[src/rtl/sreg_rx.sv]
// sreg_rx -- serial shift-register receiver.
//
// Collects WIDTH-bit frames, LSB first, from an externally clocked serial
// link (sclk/shift/sdata) into the clk domain. It hands each complete word to
// a consumer through a valid/ack pair.
//
// Ports
//   clk         system clock, rising edge
//   rst_n       asynchronous reset, ACTIVE-HIGH (reset while 1)
//   sclk        serial bit clock, data valid on its rising edge
//   shift       frame enable, high for the whole frame
//   sdata       serial data, LSB first
//   data_ack    consumer accepts data_out
//   data_out    last complete received word
//   data_valid  data_out holds an unacknowledged word
//   busy        FSM is not in IDLE
//   overrun     sticky, an unacknowledged word was overwritten
//   frame_err   one-cycle pulse when a partial frame is discarded
//
// Build option
//   SREG_RX_TIMEOUT_EN  when defined, a frame whose sclk stays idle for
//                       TIMEOUT_CYCLES clk cycles is aborted. When it is not
//                       defined, RECV waits indefinitely.
//
// state    | meaning
// ---------+---------------------------------------------------------
// IDLE     | no frame, bit counter and shift register held at zero
// RECV     | shifting in bits on each synchronized sclk rising edge
// DONE     | one cycle, publish shift register to data_out
// WAIT_END | frame finished or timed out, wait for shift to drop

module sreg_rx #(
   parameter int WIDTH          = 42,
   parameter int TIMEOUT_CYCLES = 255
) (
   input  logic             clk,
   input  logic             rst_n,
   input  logic             sclk,
   input  logic             shift,
   input  logic             sdata,
   input  logic             data_ack,
   output logic [WIDTH-1:0] data_out,
   output logic             data_valid,
   output logic             busy,
   output logic             overrun,
   output logic             frame_err
);

   localparam int CNT_W = (WIDTH > 1) ? $clog2(WIDTH) : 1;

   typedef enum logic [1:0] {
      IDLE     = 2'd0,
      RECV     = 2'd1,
      DONE     = 2'd2,
      WAIT_END = 2'd3
   } state_t;

   state_t             state_q, state_d;
   logic [1:0]         sclk_sync_q, shift_sync_q, sdata_sync_q;
   logic               sclk_dly_q;
   logic [WIDTH-1:0]   sreg_q;
   logic [CNT_W-1:0]   bit_cnt_q;
   logic [WIDTH-1:0]   data_out_q;
   logic               data_valid_q, busy_q, overrun_q, frame_err_q;

   logic               sclk_s, shift_s, sdata_s;
   logic               bit_evt, last_bit, abort, tmo_hit;

   assign sclk_s   = sclk_sync_q[1];
   assign shift_s  = shift_sync_q[1];
   assign sdata_s  = sdata_sync_q[1];
   assign bit_evt  = sclk_s & ~sclk_dly_q;
   assign last_bit = (bit_cnt_q == CNT_W'(WIDTH - 1));

`ifdef SREG_RX_TIMEOUT_EN
   localparam int TMO_W = $clog2(TIMEOUT_CYCLES + 1);

   logic [TMO_W-1:0] tmo_q;

   // Fires on the cycle the idle count would reach TIMEOUT_CYCLES.
   assign tmo_hit = (state_q == RECV) && !bit_evt &&
                    (tmo_q == TMO_W'(TIMEOUT_CYCLES - 1));

   // Held at zero outside RECV, so every RECV entry starts from zero.
   always_ff @(posedge clk or posedge rst_n) begin
      if (rst_n) begin
         tmo_q <= '0;
      end else if (state_q != RECV || bit_evt || tmo_hit) begin
         tmo_q <= '0;
      end else begin
         tmo_q <= tmo_q + 1'b1;
      end
   end
`else
   assign tmo_hit = 1'b0;
`endif

   always_comb begin
      state_d = state_q;
      abort   = 1'b0;
      case (state_q)
         IDLE: begin
            if (shift_s) state_d = RECV;
         end
         RECV: begin
            // A completing bit event wins over a simultaneous drop of shift.
            if (bit_evt && last_bit) begin
               state_d = DONE;
            end else if (!shift_s) begin
               state_d = IDLE;
               abort   = 1'b1;
            end else if (tmo_hit) begin
               state_d = WAIT_END;
               abort   = 1'b1;
            end
         end
         DONE: begin
            state_d = WAIT_END;
         end
         WAIT_END: begin
            if (!shift_s) state_d = IDLE;
         end
         default: begin
            state_d = IDLE;
         end
      endcase
   end

   always_ff @(posedge clk or posedge rst_n) begin
      if (rst_n) begin
         state_q      <= IDLE;
         sclk_sync_q  <= '0;
         shift_sync_q <= '0;
         sdata_sync_q <= '0;
         sclk_dly_q   <= 1'b0;
         sreg_q       <= '0;
         bit_cnt_q    <= '0;
         data_out_q   <= '0;
         data_valid_q <= 1'b0;
         busy_q       <= 1'b0;
         overrun_q    <= 1'b0;
         frame_err_q  <= 1'b0;
      end else begin
         sclk_sync_q  <= {sclk_sync_q[0],  sclk};
         shift_sync_q <= {shift_sync_q[0], shift};
         sdata_sync_q <= {sdata_sync_q[0], sdata};
         sclk_dly_q   <= sclk_s;

         state_q      <= state_d;
         busy_q       <= (state_d != IDLE);
         frame_err_q  <= abort;

         case (state_q)
            RECV: begin
               if (abort) begin
                  sreg_q    <= '0;
                  bit_cnt_q <= '0;
               end else if (bit_evt) begin
                  sreg_q    <= {sdata_s, sreg_q[WIDTH-1:1]};
                  bit_cnt_q <= last_bit ? '0 : bit_cnt_q + 1'b1;
               end
            end
            IDLE: begin
               sreg_q    <= '0;
               bit_cnt_q <= '0;
            end
            default: begin
               bit_cnt_q <= '0;
            end
         endcase

         // An ack coinciding with DONE consumes the old word, so the new
         // word does not count as an overrun.
         if (state_q == DONE) begin
            data_out_q   <= sreg_q;
            data_valid_q <= 1'b1;
            overrun_q    <= data_valid_q & ~data_ack;
         end else if (data_ack && data_valid_q) begin
            data_valid_q <= 1'b0;
            overrun_q    <= 1'b0;
         end
      end
   end

   assign data_out   = data_out_q;
   assign data_valid = data_valid_q;
   assign busy       = busy_q;
   assign overrun    = overrun_q;
   assign frame_err  = frame_err_q;

endmodule

[config.mk]
export PLATFORM = sky130hd
export DESIGN_NAME = sreg_rx
export DESIGN_NICKNAME = d
export VERILOG_FILES = /design/src/rtl/sreg_rx.sv
export SDC_FILE = /design/constraint.sdc
export NUM_CORES = 1
export LEC_CHECK = 0
export ABC_AREA = 1
export CORE_MARGIN = 2
export CORE_UTILIZATION = 40
export CTS_CLUSTER_SIZE = 14
export DETAILED_ROUTE_END_ITERATION = 7
export SLEW_MARGIN = 15
export SYNTH_ARGS = -nofsm -noshare
export SYNTH_HDL_FRONTEND = slang
export SYNTH_SLANG_ARGS = --single-unit
[constraint.sdc]
create_clock -name clk -period 3.65 [get_ports clk]
set_input_delay 0.73 -clock clk [delete_from_list [all_inputs] [get_ports clk]]
set_output_delay 0.73 -clock clk [all_outputs]
set_load 0.01 [all_outputs]
### Word-level counts from Yosys, hierarchy flattened

Index checks and enable logic that the tools add are counted.
W data, S select, Z words.

| word-level totals | value |
|---|---|
| bits in registers | 103 |
| input bits | 6 |

| operators by class | value |
|---|---|
| $add $sub $neg | 1 |
| equal/unequal tests | 5 |
| mux-type cells | 17 |
| bitwise operators | 4 |
| reductions and logical operators | 7 |

Operators with widths:

| operator | count |
|---|---|
| $mux W42 | 2 |
| $pmux W42 S2 | 1 |
| $mux W6 | 4 |
| $pmux W2 S4 | 1 |
| $add A6 B1 Y6 const B | 1 |
| $eq A6 B6 Y1 const B | 1 |
| $mux W1 | 6 |
| $mux W2 | 3 |
| $reduce_bool A2 Y1 | 3 |
| $eq A2 B2 Y1 const B | 2 |
| $ne A3 B3 Y1 const B | 1 |
| $and A1 B1 Y1 | 2 |
| $eq A2 B1 Y1 const B | 1 |
| $logic_and A1 B1 Y1 | 2 |
| $logic_not A2 Y1 | 1 |
| $not A1 Y1 | 2 |
| $reduce_and A2 Y1 | 1 |

### Longest topological paths before layout

Gate-level depths: netlist of the first run.

| logic depth | value |
|---|---|
| depth after elaboration | 7 |
| mapped depth | 9 |
| mapped depth without buffers | 8 |

### Worst setup path after synthesis of the first run

OpenSTA, ideal clock, no wires.

| timing | value |
|---|---|
| path type | flip-flop to flip-flop |
| from | reg bit_cnt_q[1] |
| to | reg sreg_q[10] |
| library setup time | 0.065 ns |
| data arrival time | 1.232 ns |
| required time | 3.585 ns |
| setup slack | 2.353 ns |
| stages on the path, launching flop included | 10 |
| buffers on the path | 1 |
| path through | dfrtp_1 > inv_1 > ha_1 > nand3_1 > nor2_4 > nand2_2 > nand2_4 > buf_6 > nand3_2 > nand2_1 |

| between the ends | value |
|---|---|
| word-level cells in the longest chain between the ends | 6 |

RTL lines:

| element | line | text |
|---|---|---|
| start, declared | 62 | `logic [CNT_W-1:0] bit_cnt_q;` |
| start signal, assigned | 160 | `bit_cnt_q <= last_bit ? '0 : bit_cnt_q + 1'b1;` |
| $eq A6 B6 Y1 * | 73 | `assign last_bit = (bit_cnt_q == CNT_W'(WIDTH - 1));` |
| $logic_and A1 B1 Y1 * | 107 | `if (bit_evt && last_bit) begin` |
| $mux W1 * | 107 |  |
| $mux W1 * | 101 | `case (state_q)` |
| $mux W42 or $ne A3 B3 Y1 (tied branches) | n/a |  |
| $pmux W42 S2 or $reduce_and A2 Y1 (tied branches) | n/a |  |
| end signal, assigned | 159 | `sreg_q <= {sdata_s, sreg_q[WIDTH-1:1]};` |
| end, declared | 61 | `logic [WIDTH-1:0] sreg_q;` |

Every way passes the cells marked *; elsewhere a longest branch is shown, timed or not.
A chain may end at the register's enable or synchronous reset.

### Worst setup path in the final report of the first run

| timing | value |
|---|---|
| from | reg data_out_q[2] (netlist: data_out[2]) |
| to | out data_out[2] |

RTL lines:

| element | line | text |
|---|---|---|
| start, declared | 63 | `logic [WIDTH-1:0] data_out_q;` |
| start signal, assigned | 175 | `data_out_q <= sreg_q;` |
| end, declared | 42 | `output logic [WIDTH-1:0] data_out,` |

No word-level cell between the ends.

==> results of run 1 <==
[layout make-up]
type / count / area (um2) / area share
clock buffers: 10 / 137.6 / 0.02771
clock inverters: 6 / 68.82 / 0.01386
inverters: 16 / 62.56 / 0.01260
multi-input cells: 304 / 1404 / 0.2827
flip-flops and latches: 103 / 2577 / 0.5190
well taps: 136 / 170.2 / 0.03427
repair buffers: 54 / 545.5 / 0.1099
[power by group through the flow]
stage / sequential (mW) / clock, mW / combinational (mW)
after CTS: 1.16 / 0.749 / 0.0865
after detailed placement: 1.18 / 0 / 0.0864
final: 1.16 / 0.732 / 0.0835
after floorplan: 1.18 / 0 / 0.0681
after global placement: 1.18 / 0 / 0.0857
after global routing: 1.16 / 0.790 / 0.0947
[worst reg2reg max path: cells and delay by family, from the launching register on]
| family | cells | cell delay (ps) |
|---|---|---|
| compound gates | 2 | 890 |
| simple gates | 3 | 460 |
| flops | 1 | 390 |
[flip-flops by register name, indices dropped and copies added (netlist names), 2 cells and up]
signal	cells
sreg_q	42
shift_sync_q	2
state_q	2
sdata_sync_q	2
bit_cnt_q	6
sclk_sync_q	2
data_out	42
[kinds of logic after synthesis]
kind of cell	after synthesis	share of synthesized area
AND/OR/NAND/NOR	290	0.3074
buffers and inverters	38	0.05128
AO/OA/AOI/OAI	11	0.01908
XOR/XNOR	1	0.002087
flip-flops	103	0.6142
adder cells (fa/ha/maj)	2	0.005962
[per-stage QoR]
stage               setup WS, ps  hold WS, ps
floorplan                  216.2        331.2
global placement            1714        334.2
detailed placement          1708        334.7
CTS                         1599        355.7
global route                1593        364.6
finish                      1622        354.1
[per-layer routing]
metal,track usage,vias up,part of all wire,routed length (um)
li1,-,1475,-,-
met1,0.2073,1446,0.49,3901
met2,0.2482,55,0.47,3748
met3,0.02023,9,0.035,283
met4,0.05473,0,0.011,89
met5,0,-,0,0
[layout by cell type, fill, tap and decap left out]
master             n
a21oi_4            2
buf_12             1
buf_4              2
bufinv_16          1
clkbuf_8          10
clkdlybuf4s50_1   51
clkinv_2           1
clkinv_4           2
clkinvlp_4         1
dfrtp_1          103
ha_1               2
inv_1             12
inv_2              3
inv_4              1
inv_6              1
nand2_1          224
nand2_2            3
nand2_4            1
nand3_1           31
nand3_2           19
nand3b_1           3
nand4_1            4
nor2_1             4
nor2_4             1
o21a_1             1
o21ai_0            8
xor2_1             1
[worst paths after layout]
kind,from,end,slack (ps),cells past startpoint
min in group asynchronous,rst_n,data_out[16]$_DFFE_PP0P_,790,2
max in group asynchronous,rst_n,data_out[1]$_DFFE_PP0P_,2140,3
worst min-delay path,sdata_sync_q[0]$_DFF_PP0_,sdata_sync_q[1]$_DFF_PP0_,350,0
worst max-delay path,data_out[2]$_DFFE_PP0P_,data_out[2],1620,1
worst min register to register,sdata_sync_q[0]$_DFF_PP0_,sdata_sync_q[1]$_DFF_PP0_,350,0
worst max register to register,sclk_sync_q[1]$_DFF_PP0_,sreg_q[4]$_DFFE_PP0P_,1860,5
==> results by group, run 1 <==
Finish
  • Final core utilization: 0.4832
  • Area Overhead vs Synth: 18.34%
  • Final instance area: about 0.0050 mm2
  • N_diodes: 0
  • Layout cells sized above 1: 0.09939
  • Fin cells: 629
  • Final nets: about 500
  • Fill cells: between 1000 and 1500

Setup path
  • Worst setup EP type: output port
  • Slowest cell on crit path: clkdlybuf4s50_1
  • Crit path arrival time: 1300 ps
  • Buf/Inv on CP: 1
  • WP data required: between 2000 and 3000 ps
  • Critical path, cell by cell: clkdlybuf4s50_1
  • Startpoint type of the worst setup path: register
  • Crit path kind: register to output port
  • Crit-path max cell delay: between 500 and 600 ps
  • CP Max Fanout: 2
  • Delay-heaviest family, CP: buffers and inverters

Floorplan
  • Die Span Y: roughly 110 um
  • Die footprint: between 0.01 and 0.015 mm2
  • Die width: 106.4 um
  • Core Region: 0.01028 mm2
  • Initial Util: 0.4083
  • Row Count: 37
  • I/O Pins: 52

Timing
  • Max-slew violation count: 0
  • RSZ-0062 raised after global routing: false
  • Worst-case clock skew: ~14 ps
  • Sum Neg Setup Slack: 0 ps
  • Slew @ Worst Pin: about 1100 ps
  • Final setup vio count: 0
  • Hold Vio Cnt, Final: 0
  • FMAX: around 490 MHz
  • Slew Limit Headroom: 0.2867
  • Final period util: 0.5557
  • Min Tclk post-route: 2028 ps

Yosys
  • Number of synthesized flops with an enable pin: 0
  • Post-synthesis register bit count: 103
  • Synth Instances: about 450
  • Top-area cell type share of the netlist area: 0.6142
  • Most frequent cell after synthesis: nand2_1
  • Yosys synthesis warning count: 0
  • Most frequent cells after synthesis: nand2_1 (224), dfrtp_1 (103), nand3_1 (31)
  • Synthesized net count: between 400 and 500
  • Synth area leader: dfrtp_1
  • Avg Cell Area, Syn: 9.430 um2
  • Top FF cell, synth: dfrtp_1
  • Unique masters post-synth: 21
  • Synthesized area: about 0.0042 mm2
  • Largest cells by area after synthesis: dfrtp_1 (61%), nand2_1 (20%), nand3_2 (4.5%), nand3_1 (3.7%), buf_6 (2.1%)
  • Async set-reset flop share out of synthesis: 1.000
  • Seq/Total Area, Yosys: 0.6142

Drt
  • DR iter-0 viols: 164
  • Drt total wl: ~8 mm
  • Avg WL per Cell: approximately 13 um
  • Final ANT Viol Nets: 0
  • Post-route DRC: 0
  • DRT Pass-1 Iters: 4
  • Vias per cell: 4.746
  • Via count: 2985

CTS
  • Clock Tree Root: clkbuf_8
  • TritonCTS clock tree: yes
  • # clock sinks: between 100 and 150
  • CTS buffer count: 9
  • Worst-Skew Late Latency: 360 ps
  • Setup Buffers After CTS: 0
  • Clock Pin Slew Worst Setup and Hold Paths: 100 ps
  • CTS H-tree lvls: 3
  • Hold buffers post-CTS: 0
  • Clock tree buffer depth: 2
  • Post_cts resized: 0

Placed design
  • Dpl cell area: roughly 0.0048 mm2
  • DP Cell Count: between 600 and 700
  • DP HPWL: between 4 and 5 mm
  • Port bufs: approximately 50
  • Placer Congestion: a little over 0.7

Power and ir drop
  • Comb pwr share: 0.042
  • Sw Share: 0.2356
  • P_int: approximately 1.5 mW
  • Static leakage: approximately 2.6 nW
  • Cell Pwr Density: 397.2 mW/mm2
  • Maximum vdd drop: 0.0001774 V
  • Net Sw Power: about 460 uW
  • Reg power frac: 0.586
  • Clk pwr share: 0.371
  • Overall power: around 2 mW

Flow run
  • Max cap viols: 0

Global route
  • Overflow after GRT: 0
  • Pin count of the biggest net entering global routing: 55
  • GRT Overall Usage: 0.1515
  • First-pass GRT wire length: about 14 mm
  • Vias in the first global route: 3000
  • Initial antenna violation count: 0

Worst hold path
  • HP Class: register to register

Status
  • Outcome: complete, no violations
Note: power is estimated with default switching activity, not from simulation.
==> run 2: changes to the inputs <==
- clock period: 3.65 -> 1.72 ns (I/O delays scaled with it)
==> results by group, run 2 (synthesis results as in run 1) <==
Timing
  • Sum Neg Setup Slack: 0 ps (unchanged)
  • Hold Vio Cnt, Final: 0 (unchanged)
  • Setup WS post-layout: 101.5 ps (-1520 ps)
  • Worst-case clock skew: 10.37 ps (-3.938 ps)
  • Min Tclk post-route: roughly 1600 ps
  • Final setup vio count: 0 (unchanged)
  • Max-slew violation count: 0 (unchanged)
  • Slew Limit Headroom: 0.7236 (+0.4370)
  • Slew @ Worst Pin: 414.6 ps (-653.1 ps)
  • RSZ-0062 raised after global routing: false
  • FMAX: approximately 600 MHz
  • Final period util: 0.9410

Drt
  • Final ANT Viol Nets: 0 (unchanged)
  • Post-route DRC: 0 (unchanged)
  • Via count: 2975 (-0.34%)
  • DRT Pass-1 Iters: 4 (unchanged)
  • Avg WL per Cell: 12.08 um (-5.3%)
  • Vias per cell: 4.670 (-1.6%)
  • Drt total wl: 7.697 mm (-4.1%)
  • DR iter-0 viols: 138 (-16%)

CTS
  • CTS H-tree lvls: 3 (unchanged)
  • Clock Tree Root: clkbuf_8
  • Clock Pin Slew Worst Setup and Hold Paths: 90 ps (about the same)
  • Clock tree buffer depth: 2 (unchanged)
  • CTS buffer count: 9 (unchanged)
  • Post_cts resized: 0 (unchanged)
  • Hold buffers post-CTS: 0 (unchanged)
  • TritonCTS clock tree: yes
  • Worst-Skew Late Latency: 360 ps (about the same)
  • # clock sinks: 103 (unchanged)
  • Setup Buffers After CTS: 0 (unchanged)

Placed design
  • Port bufs: 51 (unchanged)
  • DP HPWL: 4.932 mm (+5.7%)
  • DP Cell Count: 622 (+1.5%)
  • Placer Congestion: 0.7036 (-1.6%)
  • Pre-CTS WS: 257.5 ps (-1450 ps)

Floorplan
  • Die Span Y: 106.4 um (unchanged)
  • Core Region: 0.01028 mm2 (unchanged)
  • Row Count: 37 (unchanged)
  • Initial Util: 0.4083 (unchanged)
  • Die width: 106.4 um (unchanged)
  • Die footprint: 0.01133 mm2 (unchanged)
  • I/O Pins: 52 (unchanged)

Setup path
  • R2R Path Start: bit_cnt_q[0]$_DFFE_PP0P_
  • Critical Path Source: data_valid$_DFFE_PP0P_
  • Critical Path Sink: data_valid
  • Crit-path max cell delay: 540 ps (about the same)
  • CP Max Fanout: 3 (+1)
  • Worst setup EP type: output port
  • WP data required: 1380 ps (-1540 ps)
  • FF-to-FF End: bit_cnt_q[4]$_DFFE_PP0P_
  • Startpoint type of the worst setup path: register
  • Crit path kind: register to output port
  • Buf/Inv on CP: 1 (unchanged)
  • Slowest cell on crit path: clkdlybuf4s50_1
  • Critical path, cell by cell: clkdlybuf4s50_1
  • Setup slack, reg-to-reg: 240 ps (-1620 ps)
  • Crit path arrival time: 1270 ps (-30 ps)
  • Register-to-Register Path Depth: 6 (+1)
  • Cell depth of the worst setup path: 1 (unchanged)
  • Delay-heaviest family, CP: buffers and inverters

Power and ir drop
  • Overall power: 4.146 mW (+110%)
  • Cell Pwr Density: 819.2 mW/mm2 (+110%)
  • Maximum vdd drop: 0.0003894 V (+120%)
  • Static leakage: 2.631 nW (+2.1%)

Global route
  • Initial antenna violation count: 0 (unchanged)
  • Vias in the first global route: 3053 (+1.8%)
  • First-pass GRT wire length: 14.21 mm (+2.2%)
  • GRT Overall Usage: 0.1553 (+0.003765)
  • Overflow after GRT: 0 (unchanged)
  • Pin count of the biggest net entering global routing: 70 (+27%)

Finish
  • Fill cells: 1019 (-1.4%)
  • Final core utilization: 0.4925 (+0.009253)
  • Most common cell after layout, fill and taps aside: nand2_1
  • N_diodes: 0 (unchanged)
  • Layout cells sized above 1: 0.1138 (+0.01438)
  • Area Overhead vs Synth: 20.60%
  • Final nets: 505 (+1.8%)
  • Most frequent cells in the layout: nand2_1 (224), dfrtp_1 (103), clkdlybuf4s50_1 (51)
  • Fin cells: 637 (+1.3%)

Status
  • Outcome: complete, no violations

Flow run
  • Max cap viols: 0 (unchanged)

Worst hold path
  • Worst hold start: sclk_sync_q[0]$_DFF_PP0_
  • HP Class: register to register
-- run 2: worst register-to-register path, stage by stage (launching register included) --
cell	delay (ps)
dfrtp_1	460
ha_1	230
nand3_1	120
nor2_4	50
nor2_1	310
nand3b_1	140
o21ai_0	100
-- run 2: worst min-delay path by stage --
stage	endpoint	slack [ps]	cells after the start
after floorplan	sclk_sync_q[1]$_DFF_PP0_	330	0
after global placement	sdata_sync_q[1]$_DFF_PP0_	340	0
after detailed placement	sdata_sync_q[1]$_DFF_PP0_	340	0
after CTS	sdata_sync_q[1]$_DFF_PP0_	360	0
after global routing	sclk_sync_q[1]$_DFF_PP0_	360	0
final	sclk_sync_q[1]$_DFF_PP0_	360	0
-- run 2: stage by stage --
stage,area [um2],hold WS [ps]
after floorplan,4200,331.2
after global placement,4866,335.5
after detailed placement,4866,339.3
after CTS,5061,361.3
after global routing,5061,364.2
final,5061,356.8
-- run 2: where the power goes --
group / switching [mW] / internal (mW)
Clock: 0.784 / 0.708
Sequential: 0.0159 / 2.44
Combinational: 0.139 / 0.0604
-- run 2: metal layers --
metal | track usage | up-vias | share of wire | routed length, um
li1 | - | 1493 | - | -
met1 | 0.2108 | 1426 | 0.50 | 3818
met2 | 0.2537 | 48 | 0.46 | 3564
met3 | 0.03372 | 8 | 0.029 | 227
met4 | 0.04174 | 0 | 0.011 | 87
met5 | 0 | - | 0 | 0
-- run 2: cell type report --
| class | count | area [um2] | area share |
|---|---|---|---|
| inverters | 16 | 63.81 | 0.01261 |
| repair buffers | 63 | 650.6 | 0.1286 |
| clock inverters | 5 | 57.56 | 0.01137 |
| multi-input cells | 304 | 1404 | 0.2774 |
| flip-flops and latches | 103 | 2577 | 0.5093 |
| well taps | 136 | 170.2 | 0.03362 |
| clock buffers | 10 | 137.6 | 0.02719 |
